[src/rtl/semiauto_nav.sv]
// Purpose: semi-automatic line-following car navigator (crossroad stop, operator-commanded turns, cooldown).
// Latency: every decision is visible on state/moving_state/lights one sys_clk after the deciding input cycle.
// Backpressure: none; commands are sampled only in WAIT and ignored elsewhere, timers advance only on tick.
module semiauto_nav #(
    parameter int TURN_TICKS = 80,
    parameter int COOL_TICKS = 50,
    parameter int CNT_W      = 8
) (
    input  logic       sys_clk,
    input  logic       rst,
    input  logic       tick,
    input  logic       power,
    input  logic [1:0] global_state,
    input  logic [3:0] detector,
    input  logic       turn_left,
    input  logic       turn_right,
    input  logic       go_straight,
    input  logic       go_back,
    output logic [1:0] state,
    output logic [3:0] moving_state,
    output logic       move_forward_light,
    output logic       move_backward_light,
    output logic       turn_left_light,
    output logic       turn_right_light
);

    typedef enum logic [1:0] {
        ST_FORWARD  = 2'b00,
        ST_WAIT     = 2'b01,
        ST_TURN     = 2'b10,
        ST_COOLDOWN = 2'b11
    } nav_state_t;

    localparam logic [3:0] MV_STOP       = 4'b0000;
    localparam logic [3:0] MV_FORWARD    = 4'b0001;
    localparam logic [3:0] MV_TURN_LEFT  = 4'b0100;
    localparam logic [3:0] MV_TURN_RIGHT = 4'b1000;

    // Terminal counts: the timer leaves its phase on the tick that finds it at LIMIT-1.
    localparam logic [CNT_W-1:0] TURN_LAST  = CNT_W'(TURN_TICKS - 1);
    localparam logic [CNT_W-1:0] UTURN_LAST = CNT_W'(2 * TURN_TICKS - 1);
    localparam logic [CNT_W-1:0] COOL_LAST  = CNT_W'(COOL_TICKS - 1);

    nav_state_t       state_q, state_d;
    logic [3:0]       mv_q, mv_d;
    logic [CNT_W-1:0] turn_cnt_q, turn_cnt_d;
    logic [CNT_W-1:0] cool_cnt_q, cool_cnt_d;
    logic             uturn_q, uturn_d;

    logic             crossroad;
    logic             enabled;
    logic             cmd_valid;
    logic [CNT_W-1:0] turn_last;
    logic             unused_detector_bit;

    // detector[3] is the obstacle sensor, not part of crossroad detection.
    assign unused_detector_bit = detector[3];

    assign crossroad = detector[0] | ~detector[1] | ~detector[2];
    assign enabled   = power & ((global_state == 2'b01) | (global_state == 2'b10));
    assign cmd_valid = $onehot({turn_left, turn_right, go_straight, go_back});
    // A U-turn is two back-to-back 90-degree turns to the right.
    assign turn_last = uturn_q ? UTURN_LAST : TURN_LAST;

    // Next-state, movement and timer logic; disabling forces the parked WAIT condition.
    always_comb begin
        state_d    = state_q;
        mv_d       = mv_q;
        turn_cnt_d = turn_cnt_q;
        cool_cnt_d = cool_cnt_q;
        uturn_d    = uturn_q;
        if (!enabled) begin
            state_d    = ST_WAIT;
            mv_d       = MV_STOP;
            turn_cnt_d = '0;
            cool_cnt_d = '0;
            uturn_d    = 1'b0;
        end else begin
            case (state_q)
                ST_FORWARD: begin
                    mv_d = MV_FORWARD;
                    if (crossroad) begin
                        state_d = ST_WAIT;
                        mv_d    = MV_STOP;
                    end
                end
                ST_WAIT: begin
                    mv_d = MV_STOP;
                    if (cmd_valid) begin
                        if (go_straight) begin
                            state_d    = ST_COOLDOWN;
                            mv_d       = MV_FORWARD;
                            cool_cnt_d = '0;
                        end else begin
                            state_d    = ST_TURN;
                            turn_cnt_d = '0;
                            if (turn_left) begin
                                mv_d = MV_TURN_LEFT;
                            end else begin
                                mv_d    = MV_TURN_RIGHT;
                                uturn_d = go_back;
                            end
                        end
                    end
                end
                ST_TURN: begin
                    if (tick) begin
                        if (turn_cnt_q == turn_last) begin
                            state_d    = ST_COOLDOWN;
                            mv_d       = MV_FORWARD;
                            uturn_d    = 1'b0;
                            cool_cnt_d = '0;
                        end else begin
                            turn_cnt_d = turn_cnt_q + CNT_W'(1);
                        end
                    end
                end
                ST_COOLDOWN: begin
                    // Crossroad is deliberately ignored here so the car can clear the junction.
                    mv_d = MV_FORWARD;
                    if (tick) begin
                        if (cool_cnt_q == COOL_LAST) begin
                            state_d = ST_FORWARD;
                        end else begin
                            cool_cnt_d = cool_cnt_q + CNT_W'(1);
                        end
                    end
                end
                default: begin
                    state_d = ST_WAIT;
                    mv_d    = MV_STOP;
                end
            endcase
        end
    end

    // State, timers and lights register together so lights always match moving_state.
    always_ff @(posedge sys_clk) begin
        if (rst) begin
            state_q             <= ST_WAIT;
            mv_q                <= MV_STOP;
            turn_cnt_q          <= '0;
            cool_cnt_q          <= '0;
            uturn_q             <= 1'b0;
            move_forward_light  <= 1'b0;
            move_backward_light <= 1'b0;
            turn_left_light     <= 1'b0;
            turn_right_light    <= 1'b0;
        end else begin
            state_q             <= state_d;
            mv_q                <= mv_d;
            turn_cnt_q          <= turn_cnt_d;
            cool_cnt_q          <= cool_cnt_d;
            uturn_q             <= uturn_d;
            move_forward_light  <= (mv_d == MV_FORWARD);
            move_backward_light <= uturn_d;
            turn_left_light     <= (mv_d == MV_TURN_LEFT);
            turn_right_light    <= (mv_d == MV_TURN_RIGHT);
        end
    end

    assign state        = state_q;
    assign moving_state = mv_q;

endmodule

[config.mk]
export PLATFORM = sky130hd
export DESIGN_NAME = semiauto_nav
export DESIGN_NICKNAME = d
export VERILOG_FILES = /design/src/rtl/semiauto_nav.sv
export SDC_FILE = /design/constraint.sdc
export NUM_CORES = 1
export LEC_CHECK = 0
export BUFFER_PORTS_ARGS = -buffer_cell sky130_fd_sc_hd__buf_2
export CORE_MARGIN = 1.5
export CORE_UTILIZATION = 60
export CTS_CLUSTER_SIZE = 25
export DETAILED_ROUTE_END_ITERATION = 16
export PLACE_DENSITY_LB_ADDON = 0.1
export SYNTH_ARGS = -nofsm -noshare
export SYNTH_HDL_FRONTEND = slang
export SYNTH_SLANG_ARGS = --single-unit
[constraint.sdc]
create_clock -name sys_clk -period 6.8 [get_ports sys_clk]
set_clock_uncertainty 0.05 [all_clocks]
set_input_delay 1.02 -clock sys_clk [delete_from_list [all_inputs] [get_ports sys_clk]]
set_output_delay 1.02 -clock sys_clk [all_outputs]
set_load 0.05 [all_outputs]
Word level (Yosys, flattened, before mapping)
Index checks and enable logic that the tools add are counted.

word-level totals
  bits in registers = 26
  bits of input ports = 14
  output and inout bits = 10
  logic and storage cells = 85

cells by class
  add/subtract/negate cells = 5
  eq/ne operators = 22
  mux-type cells = 35
  bitwise logic cells = 7
  reduce and logical (&&, ||, !) cells = 8

operators with widths
  cell                                                  number
  2-to-1 mux 8 bit                                      11
  2-to-1 mux 4 bit                                      6
  case mux 8 bit (3 select lines)                       1
  inequality test 2 bit (second input constant)         11
  adder 8 x 1 -> 8 bit (second input constant)          2
  case mux 4 bit (4 select lines)                       1
  case mux 8 bit (2 select lines)                       1
  2-to-1 mux 2 bit                                      6
  AND reduction 6 bit                                   2
  equality test 8 x 6 -> 1 bit (second input constant)  1
  equality test 8 bit                                   1
  case mux 2 bit (4 select lines)                       1
  2-to-1 mux 1 bit                                      7
  AND reduction 7 bit                                   1
  equality test 2 bit (second input constant)           3
  AND reduction 5 bit                                   1
  adder 1 x 1 -> 2 bit                                  2
  equality test 2 x 1 -> 1 bit (second input constant)  2
  equality test 4 x 1 -> 1 bit (second input constant)  1
  equality test 4 x 3 -> 1 bit (second input constant)  1
  equality test 4 bit (second input constant)           1
  adder 2 x 2 -> 3 bit                                  1
  equality test 3 x 1 -> 1 bit (second input constant)  1
  NOT 1 bit                                             3
  other kinds (7)                                       9

Depth between registers and ports, before layout
  depth in word-level cells = 7
  depth in mapped cells = 10
  mapped depth without buffers = 10

Worst setup path before layout
No wires, ideal clock.

  path kind = input -> register
  start point = input port turn_left
  end point = register cool_cnt_q[5]
  arrival time = 3.550 ns
  data required time = 6.680 ns
  path slack = 3.129 ns
  stages on the path = 10
  path buffers = 0
  cell sequence = inv_1 fa_1 inv_1 ha_1 ha_1 or3b_2 o22ai_1 o21ai_2 or4b_1 a21oi_1

on the way
  longest elaborated chain between the ends = 5

ends and longest elaborated chain
  element                                     RTL line  text
  start: declaration                          15        input logic turn_left,
  adder 1 x 1 -> 2 bit (implied by the code)  61        assign cmd_valid = $onehot({turn_left, turn_right, go_straight, go_back});
  adder 2 x 2 -> 3 bit (implied by the code)  61
  equality test 3 x 1 -> 1 bit                61
  inequality test 2 bit (no line)             -
  AND reduction 7 bit (no line)               -
  end signal: assignment                      153       cool_cnt_q <= cool_cnt_d;
  end: declaration                            47        logic [CNT_W-1:0] cool_cnt_q, cool_cnt_d;

No other way between the ends.
A chain may end at the register's enable or synchronous reset.

Final worst setup path
  start point = input port turn_left
  end point = register cool_cnt_q[1]

Same word-level chain as after synthesis.

==> impl_metrics.env <==
export IMPL_cp_required_ps=6980
export IMPL_cell_with_the_biggest_individual_delay_on_the_critical_path="sky130_fd_sc_hd__fa_1"
export IMPL_die_area_um2=3087
export IMPL_globalRoute_totalOverflow=0
export IMPL_p_leak_nw=0.6880
export IMPL_globalRouteTotalUtil_pct=24.45
export IMPL_clk_root_buffer_cell="sky130_fd_sc_hd__clkbuf_4"
export IMPL_power_density_nw_per_um2=157.7
export IMPL_hpwlAfterDp_um=2851
export IMPL_final_setup_worst_slack_ps=3090
export IMPL_route_final_wire_length_um=3776
export IMPL_total_count_of_max_transition_violations_in_the_final_report=0
export IMPL_synth_seq_area_share_pct=31.40
export IMPL_io_pins=24
export IMPL_power_switching_share_pct=28.83
export IMPL_cts_reportedPaths_clkPinSlew_ps=140
export IMPL_portBuffers=22
export IMPL_grt_setup_unrepaired="false"
export IMPL_wire_per_inst_um=14.87
export IMPL_synth_cell_type_count=47
export IMPL_timing_critical_path_arrival_ps=3890
export IMPL_biggest_cell_delay_along_the_critical_path_ps=540
export IMPL_p_total_mw=0.2881
export IMPL_cts_repair_resized=0
export IMPL_critical_path_cell_count=11
export IMPL_ys_async_sr_fraction_pct=0
export IMPL_final_setup_tns_ps=0
export IMPL_layout_cells_most_common="sky130_fd_sc_hd__dfxtp_1"
export IMPL_setup_violations_final=0
export IMPL_cellInternalPower_mw=0.2051
export IMPL_ordered_list_of_cells_on_the_worst_path="buf_2, inv_1, fa_1, inv_1, ha_1, ha_1, or3b_2, o22ai_1, a21boi_0, o21ai_0, a32o_1"
export IMPL_tightestPinTransition_ps=709.4
export IMPL_fin_hold_ws_ps=449.8
export IMPL_worst_setup_path_type="input port to flop"
export IMPL_chipWidth_um=55.57
export IMPL_dp_slack_ps=2758
export IMPL_synth_area_um2=1658
export IMPL_vdd_ir_drop_worst_v=0.0001665
export IMPL_power_sequential_fraction_pct=53.8
export IMPL_ctsHtreeMaxLevel=1
export IMPL_detailed_route_via_count=1615
export IMPL_report_final_hold_viol_count=0
export IMPL_cp_buffers_inverters=3
export IMPL_route_detailed_drc=0
export IMPL_design_area_um2=1827
export IMPL_run_status="finished clean"
export IMPL_crit_fanout=6
export IMPL_synthesis_area_per_instance_um2=8.207
export IMPL_cp_start_kind="input port"
export IMPL_dpl_instance_area_um2=1790
export IMPL_non_filler_instance_count_after_layout=254
export IMPL_start_util_pct=65.14
export IMPL_cts_root_to_sink_buffers=2
export IMPL_dr_first_iter_drc_count=90
export IMPL_areaGrowthSynthToFinish_pct=10.19
export IMPL_finalCoreUtilization_pct=71.78
export IMPL_drive_above_1_share_pct=14.29
export IMPL_p_clk_share_pct=27.7
export IMPL_clkLatencyLatePin_ps=320
export IMPL_cts_sink_count=26
export IMPL_maxCapViolCount=0
export IMPL_synth_edff_count=0
export IMPL_post_place_cells=250
export IMPL_layout_filler_cells=223
export IMPL_critPathCaptureType="flop"
export IMPL_fmaxAchievable_mhz=269.5
export IMPL_drt_vias_per_instance=6.358
export IMPL_ctsHoldBuffers=0
export IMPL_first_pass_grt_wire_length_um=6244
export IMPL_combinational_power_share_pct=18.5
export IMPL_place_gp_congestion=0.9007
export IMPL_maximum_number_of_pins_on_one_net_before_global_route_repair=15
export IMPL_netSwitchingPower_mw=0.08305
export IMPL_ant_nets=0
export IMPL_antenna_cells_inserted=0
export IMPL_first_global_vias=1468
export IMPL_grt_antenna_before_repair=0
export IMPL_synth_seq_cells=26
export IMPL_cts_inserted_buffers=3
export IMPL_timing_hold_worst_path_depth=2
export IMPL_ys_dominant_reg_cell="sky130_fd_sc_hd__dfxtp_1"
export IMPL_hp_class="flop to flop"
export IMPL_reg2reg_depth=5
export IMPL_crit_family="compound AO/OA/AOI/OAI gates"
export IMPL_post_synth_inst_count=202
export IMPL_floorplan_core_area_um2=2545
export IMPL_maxSlewHeadroom_pct=52.21
export IMPL_syn_nets=227
export IMPL_layout_min_cycle_time_ps=3710
export IMPL_timing_final_crit_share_pct=54.56
export IMPL_cts_tree="done"
export IMPL_final_cell_mix="26 x sky130_fd_sc_hd__dfxtp_1, 23 x sky130_fd_sc_hd__o21ai_0, 22 x sky130_fd_sc_hd__buf_2, 19 x sky130_fd_sc_hd__a21oi_1, 13 x sky130_fd_sc_hd__nor2_1"
export IMPL_post_cts_repair_setup_buffers=0
export IMPL_drt_pass1_iterations=4
export IMPL_finalNetCount=250
export IMPL_core_rowCount=18
export IMPL_ys_warnings_count=0
export IMPL_die_y_um=55.57
registers in the layout (all words and copies together), names as in the netlist:
register	count
state	2
moving_state	4
cool_cnt_q	8
turn_right_light	1
move_forward_light	1
turn_cnt_q	8
turn_left_light	1
uturn_q	1
power by group through the flow:
stage | registers [mW] | clock network, mW | logic [mW]
after global routing | 0.155 | 0.0871 | 0.0590
after CTS | 0.155 | 0.0839 | 0.0527
after detailed placement | 0.158 | 0 | 0.0522
final | 0.155 | 0.0799 | 0.0533
after global placement | 0.158 | 0 | 0.0500
after floorplan | 0.162 | 0 | 0.0333
worst reg2reg max path, stage by stage, from the launching register on:
cell,delay (ps)
sky130_fd_sc_hd__dfxtp_1,390
sky130_fd_sc_hd__or4b_4,570
sky130_fd_sc_hd__a2111oi_4,530
sky130_fd_sc_hd__o21ai_2,150
sky130_fd_sc_hd__or4b_1,470
sky130_fd_sc_hd__a21oi_1,150
cell usage after synthesis, types with 3 or more instances:
| master | count | area (um^2) |
|---|---|---|
| sky130_fd_sc_hd__nand3_1 | 11 | 55.05 |
| sky130_fd_sc_hd__a21oi_1 | 19 | 95.09 |
| sky130_fd_sc_hd__and2_1 | 3 | 18.77 |
| sky130_fd_sc_hd__nand2_1 | 9 | 33.78 |
| sky130_fd_sc_hd__inv_1 | 12 | 45.04 |
| sky130_fd_sc_hd__and3_1 | 4 | 25.02 |
| sky130_fd_sc_hd__nor2_1 | 13 | 48.80 |
| sky130_fd_sc_hd__o211ai_1 | 3 | 22.52 |
| sky130_fd_sc_hd__dfxtp_1 | 26 | 520.5 |
| sky130_fd_sc_hd__ha_1 | 10 | 125.1 |
| sky130_fd_sc_hd__o21ai_0 | 23 | 115.1 |
| sky130_fd_sc_hd__nand4b_1 | 5 | 43.79 |
| sky130_fd_sc_hd__nand2b_1 | 4 | 25.02 |
| sky130_fd_sc_hd__or3_1 | 12 | 75.07 |
| sky130_fd_sc_hd__clkbuf_1 | 3 | 11.26 |
| sky130_fd_sc_hd__nand3b_1 | 3 | 22.52 |
| sky130_fd_sc_hd__nor3_1 | 3 | 15.01 |
routing by layer:
metal | GRT usage, % | wire length [um] | share of wire (%)
met1 | 30.75 | 1686 | 45
met3 | 3.513 | 169 | 4.5
met2 | 42.35 | 1848 | 49
met4 | 8.711 | 72 | 1.9
met5 | 0 | 0 | 0
cells by family (layout without fill, tap and decap cells):
kind of cell / count (synthesis) / in the layout / share of synthesized area, %
adders and majority gates: 11 / 11 / 8.755
AOI/OAI and AO/OA: 66 / 66 / 25.89
xor gates and xnor gates: 3 / 3 / 1.585
buffers and inverters: 16 / 38 / 3.622
DFF: 26 / 26 / 31.40
muxes: 1 / 1 / 0.6038
and+or+nand+nor: 79 / 79 / 28.15
final timing paths:
kind                 startpoint             to  slack, ps
setup / recovery      turn_left  cool_cnt_q[1]       3090
hold / removal    cool_cnt_q[7]  cool_cnt_q[7]        450
setup reg to reg        uturn_q  cool_cnt_q[5]       4430
hold reg to reg   cool_cnt_q[7]  cool_cnt_q[7]        450
layout make-up:
class | instances | area [um^2] | share of cell area (%)
Sequential cell | 26 | 520.5 | 28.49
Tap cell | 30 | 37.54 | 2.055
Inverter | 12 | 45.04 | 2.466
Timing Repair Buffer | 22 | 110.1 | 6.027
Multi-Input combinational cell | 160 | 1077 | 58.97
Clock buffer | 4 | 36.28 | 1.986
No activity file was read; power rests on OpenSTA's default activity.
